$ cat config.mk
export PLATFORM = sky130hd
export DESIGN_NAME = div_sequencer
export DESIGN_NICKNAME = d
export VERILOG_FILES = /design/src/rtl/div_sequencer.sv
export SDC_FILE = /design/constraint.sdc
export NUM_CORES = 1
export LEC_CHECK = 0
export ABC_AREA = 1
export ABC_CLOCK_PERIOD_IN_PS = 2270
export BUFFER_PORTS_ARGS = -buffer_cell sky130_fd_sc_hd__buf_2
export CORE_ASPECT_RATIO = 0.9
export CORE_MARGIN = 2
export CORE_UTILIZATION = 35
export CTS_CLUSTER_DIAMETER = 80
export DETAILED_ROUTE_END_ITERATION = 16
export SYNTH_ARGS = -nofsm -noshare
export SYNTH_HDL_FRONTEND = slang
export SYNTH_SLANG_ARGS = --single-unit
$ cat constraint.sdc
create_clock -name clock -period 2.27 [get_ports clock]
set_input_delay 0.1135 -clock clock [delete_from_list [all_inputs] [get_ports clock]]
set_output_delay 0.1135 -clock clock [all_outputs]
set_load 0.05 [all_outputs]
$ cat src/rtl/div_sequencer.sv
// div_sequencer: sequential front end for a single-cycle combinational divider.
// It latches the operands and holds them on the divider for a fixed settle
// window. It then registers the quotient and divide-by-zero flag and pulses
// data_resultRDY for one cycle.
module div_sequencer #(
  parameter int SETTLE_CYCLES = 4
) (
  input  logic        clock,
  input  logic        reset_n,
  input  logic        ctrl_DIV,
  input  logic [31:0] data_operandA,
  input  logic [15:0] data_operandB,
  output logic [31:0] div_operandA,
  output logic [15:0] div_operandB,
  input  logic [31:0] div_result,
  input  logic        div_exception,
  output logic [31:0] data_result,
  output logic        data_exception,
  output logic        data_inputRDY,
  output logic        data_resultRDY
);

  typedef enum logic [1:0] {
    IDLE = 2'd0,
    BUSY = 2'd1,
    DONE = 2'd2
  } state_t;

  // Loaded on accept so that BUSY lasts SETTLE_CYCLES edges, ending with the capture edge.
  localparam logic [3:0] CNT_LOAD = 4'(SETTLE_CYCLES - 1);

  state_t      state_reg;
  state_t      state_next;
  logic [3:0]  cnt_reg;
  logic        accept;
  logic        capture;

  // State register: the synchronous active-low reset returns the FSM to IDLE.
  always_ff @(posedge clock) begin
    if (!reset_n) begin
      state_reg <= IDLE;
    end else begin
      state_reg <= state_next;
    end
  end

  // Next-state logic. DONE lasts exactly one cycle and can accept a new request immediately.
  always_comb begin
    state_next = state_reg;
    case (state_reg)
      IDLE: begin
        if (ctrl_DIV) state_next = BUSY;
      end
      BUSY: begin
        if (cnt_reg == 4'd0) state_next = DONE;
      end
      DONE: begin
        if (ctrl_DIV) state_next = BUSY;
        else          state_next = IDLE;
      end
      default: state_next = IDLE;
    endcase
  end

  // Output decode: accept a request when not busy; capture when the settle count expires.
  always_comb begin
    accept  = 1'b0;
    capture = 1'b0;
    case (state_reg)
      IDLE:    accept  = ctrl_DIV;
      DONE:    accept  = ctrl_DIV;
      BUSY:    capture = (cnt_reg == 4'd0);
      default: begin
        accept  = 1'b0;
        capture = 1'b0;
      end
    endcase
  end

  // Settle counter: loaded on accept and counted down while BUSY.
  always_ff @(posedge clock) begin
    if (!reset_n) begin
      cnt_reg <= 4'd0;
    end else if (accept) begin
      cnt_reg <= CNT_LOAD;
    end else if (state_reg == BUSY && cnt_reg != 4'd0) begin
      cnt_reg <= cnt_reg - 4'd1;
    end
  end

  // Operand latches: they change only on an accepted request, so the divider sees stable inputs.
  always_ff @(posedge clock) begin
    if (!reset_n) begin
      div_operandA <= 32'd0;
      div_operandB <= 16'd0;
    end else if (accept) begin
      div_operandA <= data_operandA;
      div_operandB <= data_operandB;
    end
  end

  // Result capture: a divide-by-zero result is forced to zero. The registered value holds until the next capture.
  always_ff @(posedge clock) begin
    if (!reset_n) begin
      data_result    <= 32'd0;
      data_exception <= 1'b0;
    end else if (capture) begin
      data_result    <= div_exception ? 32'd0 : div_result;
      data_exception <= div_exception;
    end
  end

  // Handshake flags: resultRDY pulses for one cycle after capture; inputRDY is low only while BUSY.
  always_ff @(posedge clock) begin
    if (!reset_n) begin
      data_resultRDY <= 1'b0;
      data_inputRDY  <= 1'b1;
    end else begin
      data_resultRDY <= capture;
      data_inputRDY  <= (state_next != BUSY);
    end
  end

endmodule

## Yosys cells after proc, flatten, opt, wreduce, memory -nomap -nowiden

Cells that the tools add are included.

| storage, ports and cells | value |
|---|---|
| register bits after elaboration | 89 |
| input bits | 84 |
| output and inout port bits | 83 |
| word-level logic and storage cells | 30 |

| operators by class | value |
|---|---|
| add/subtract/negate cells | 1 |
| equal/unequal tests | 3 |
| multiplexer cells | 9 |
| bitwise logic cells | 1 |
| reductions and logical operators | 7 |

Operator list:

| kind | count |
|---|---|
| 32-bit 2-to-1 mux | 1 |
| 2-bit 2-to-1 mux | 4 |
| 2-bit case mux with 3 select lines | 1 |
| 4-bit logical NOT | 1 |
| 4-bit nonzero test | 1 |
| 2-bit OR reduction | 2 |
| 4-bit by 1-bit subtractor with 4-bit output (second input constant) | 1 |
| 1-bit 2-to-1 mux | 3 |
| 2-bit by 1-bit equality test with 1-bit output (second input constant) | 1 |
| 2-bit equality test (second input constant) | 1 |
| 2-bit logical NOT | 1 |
| 2-bit by 1-bit != test with 1-bit output (second input constant) | 1 |
| 2-bit nonzero test | 1 |
| 1-bit logical AND | 1 |
| 1-bit NOT | 1 |

## Depth between registers and ports, before layout

| logic depth | value |
|---|---|
| word-level depth | 4 |
| mapped depth | 7 |
| mapped depth without buffers | 7 |

## Worst setup path before layout

No wires, ideal clock.

| timing path | value |
|---|---|
| path kind | register -> register |
| start | register cnt_reg[0] |
| end | register data_result[10] |
| setup time | 0.067 ns |
| data arrival time | 1.174 ns |
| required time | 2.203 ns |
| setup slack | 1.029 ns |
| cell stages (with the launch flop) | 7 |
| buffers on the path | 1 |
| clock period less this slack | 1.241 ns |
| cell sequence | dfxtp_1 inv_1 ha_1 nand3_4 clkbuf_1 nand3_1 o21ai_2 |

| on the way | value |
|---|---|
| word-level cells in the longest chain between the ends | 2 |

RTL lines:

| item | RTL line | text |
|---|---|---|
| from (decl) | 34 | `logic [3:0] cnt_reg;` |
| from (signal assigned) | 87 | `cnt_reg <= cnt_reg - 4'd1;` |
| 4-bit logical NOT | 72 | `BUSY: capture = (cnt_reg == 4'd0);` |
| 1-bit 2-to-1 mux | 69 | `case (state_reg)` |
| to (signal assigned) | 108 | `data_result <= div_exception ? 32'd0 : div_result;` |
| to (decl) | 17 | `output logic [31:0] data_result,` |

Every way passes these cells.
A chain may end at the register's enable or synchronous reset.

## Worst setup path in the final report

| timing path | value |
|---|---|
| start | register cnt_reg[0] |
| end | register data_result[0] |

The elaborated chain is that of the path after synthesis.

==> flow_summary.toml <==
[floorplan]
rows = 33
dieHeight_um = 96.1
start_util_pct = 36.1
boundaryPins = 167
core_area_mm2 = 0.00913
die_area_mm2 = 0.0102
die_x_um = 106

[synthesis]
synth_top_area_cell = "dfxtp_1"
synth_area_mm2 = 0.00330
synthesis.nets = 488
syn_avg_cell_area_um2 = 8.18
netlist_top_cells_area = "dfxtp_1 (54%), nor2_1 (12%), o21ai_0 (8.0%)"
yosysSeqAreaShare_pct = 54.0
synth_cell_types = 23
netlist.area_leader.share_pct = 54.0
yosys_warnings = 0
synth_seq_cells = 89
syn_inst = 403

[layout]
nFillCells = 937
layout_common_cells = "buf_2 (166), nor2_1 (105), dfxtp_1 (89), o21ai_0 (53), nand2_1 (41)"
area_delta_synth_final_pct = 35.9
instances_no_fill = 693
fin_util_pct = 49.1
layout-drive-gt1-share_pct = 39.1
multiInputGateArea_mm2 = 0.00133
nNetsFinal = 652
antenna_cells = 0
final-seq-area_mm2 = 0.00178
top_regs = "data_result x32, div_operandA x32, div_operandB x16"
final_common_cell = "buf_2"

[setup_path]
cp_slowest_stage_delay_ps = 400
cp-start-kind = "register"
cp_data_required_time_ps = 2490
worstPathArrival_ps = 1700
startpoint = "cnt_reg[0]"
critPathCaptureType = "register"
r2r-start = "cnt_reg[0]"
cp_max_fo = 34
slowest_stage = "nand2_4"
critPathKind = "register to register"
reg2regPathDepth = 6
path_cells = "inv_1 -> ha_1 -> nand3_4 -> inv_2 -> nand2_4 -> o21ai_0"

[place]
dp_hpwl_mm = 5.78
gp_congestion = 0.809
dpl.cell_count = 670
io_buffer_count = 166

[route]
vias_per_cell = 4.52
firstDrtPassIters = 4
wl_per_cell_um = 12.0
vias = 3132
drtAntennaViolNets = 0
totalWireLength_mm = 8.31
post-route-drc-count = 0
drtIter0Drc = 126

[timing]
fmax_mhz = 675
finClkSkew_ps = 9.25
max-slew-margin-rel_pct = 60.2
min_period_ps = 1480
rsz0062_at_grt = "no"
tightest_slew_ps = 597
min_period_over_period_pct = 65.3
drv_slew = 0
setup_viol = 0
tns_ps = 0
hold_viol = 0

[global_routing]
grt_pass1_wl_mm = 13.6
antenna_found_initial = 0
track_usage_pct = 16.8
grt_pass1_vias = 2973
grt_overflow = 0
grt_max_degree = 53

[power]
p_sw_mw = 1.19
ir_drop_mv = 0.449
p_clk_share_pct = 31.1
p_per_area_mw_per_mm2 = 823
total_power_mw = 3.69
power_leakage_nw = 2.22
power.share.switching_pct = 32.2
comb_power_share_pct = 22.5
internal_power_mw = 2.50
sequentialPowerShare_pct = 46.4

[clock_network]
clockBufferDepth = 2
root_buffer = "clkbuf_8"
tritoncts = "built"
worstSkewPairLatency_ps = 350
clk_pin_slew_ps = 80
cts.repair.resized = 0
numCtsBuffers = 9
htreeDepth = 3
clock_sinks = 89

[worst_hold_path]
hold_class = "input port to register"
min_delay_path_depth = 3
hold_start = "data_operandA[0]"

[status]
outcome = "complete, no violations"

[flow_run]
cap_violations = 0
## logic make-up after synthesis
group / after synthesis / share of synthesized area, %
AO/OA/AOI/OAI: 84 / 15.9
adder cells (fa/ha/maj): 1 / 0.379
AND/OR/NAND/NOR: 189 / 24.0
flip-flops: 89 / 54.0
buffers and inverters: 40 / 5.62
## area by class of cell
type	instances	area share (%)
timing repair buffer	181	21.5
multi-input combinational	274	29.7
sequential	89	39.8
inverter	12	1.01
tap	122	3.41
clock inverter	5	1.81
clock buffer	10	2.85
## worst max-delay path, delay by kind of cell, from the launching register on
family	cells	cell delay [ps]
buffers and inverters	2	130
adder cells (fa/ha/maj)	1	250
AND/OR/NAND/NOR	2	500
flip-flops	1	340
AO/OA/AOI/OAI	1	140
## Yosys cell counts, drive strengths merged
cell type,n
nand3,37
nand2,43
inv,12
buf,10
dfxtp,89
a21oi,2
nor2,107
nand4,1
nor3,1
o21ai,82
ha,1
clkbuf,18
## layer usage
metal	vias up	wire (um)	part of all wire, %	GRT usage (%)
li1	1634	-	-	-
met1	1388	3590	43	19.3
met2	102	3920	47	29.0
met3	8	717	8.6	6.43
met4	0	86	1.0	5.26
met5	-	0	0	0
## worst paths after layout
check | slack (ps) | end
setup / recovery | 790 | data_result[0]
hold reg to reg | 480 | div_operandA[23]
hold / removal | 20 | div_operandA[0]
setup reg to reg | 790 | data_result[0]
## power groups by stage
stage / sequential, mW / clock [mW] / combinational (mW)
after global placement: 1.75 / 0 / 0.815
after CTS: 1.72 / 1.20 / 0.835
after detailed placement: 1.75 / 0 / 0.822
final: 1.71 / 1.15 / 0.829
after floorplan: 2.09 / 0 / 0.266
after global routing: 1.73 / 1.26 / 0.900
## per-stage QoR
stage,hold slack (ps),instance area (um^2),worst slack [ps]
6_report,17.4,4480,788
4_1_cts,0.0538,4480,778
2_1_floorplan,272,3300,1030
3_3_place_gp,363,4190,837
5_1_grt,1.20,4480,653
3_5_place_dp,371,4190,794
## timing repair
item	in CTS	in global routing
hold buffers	8	0
buffers inserted	0	0
hold endpoints to repair	8	0
(Power assumes the default switching activity.)
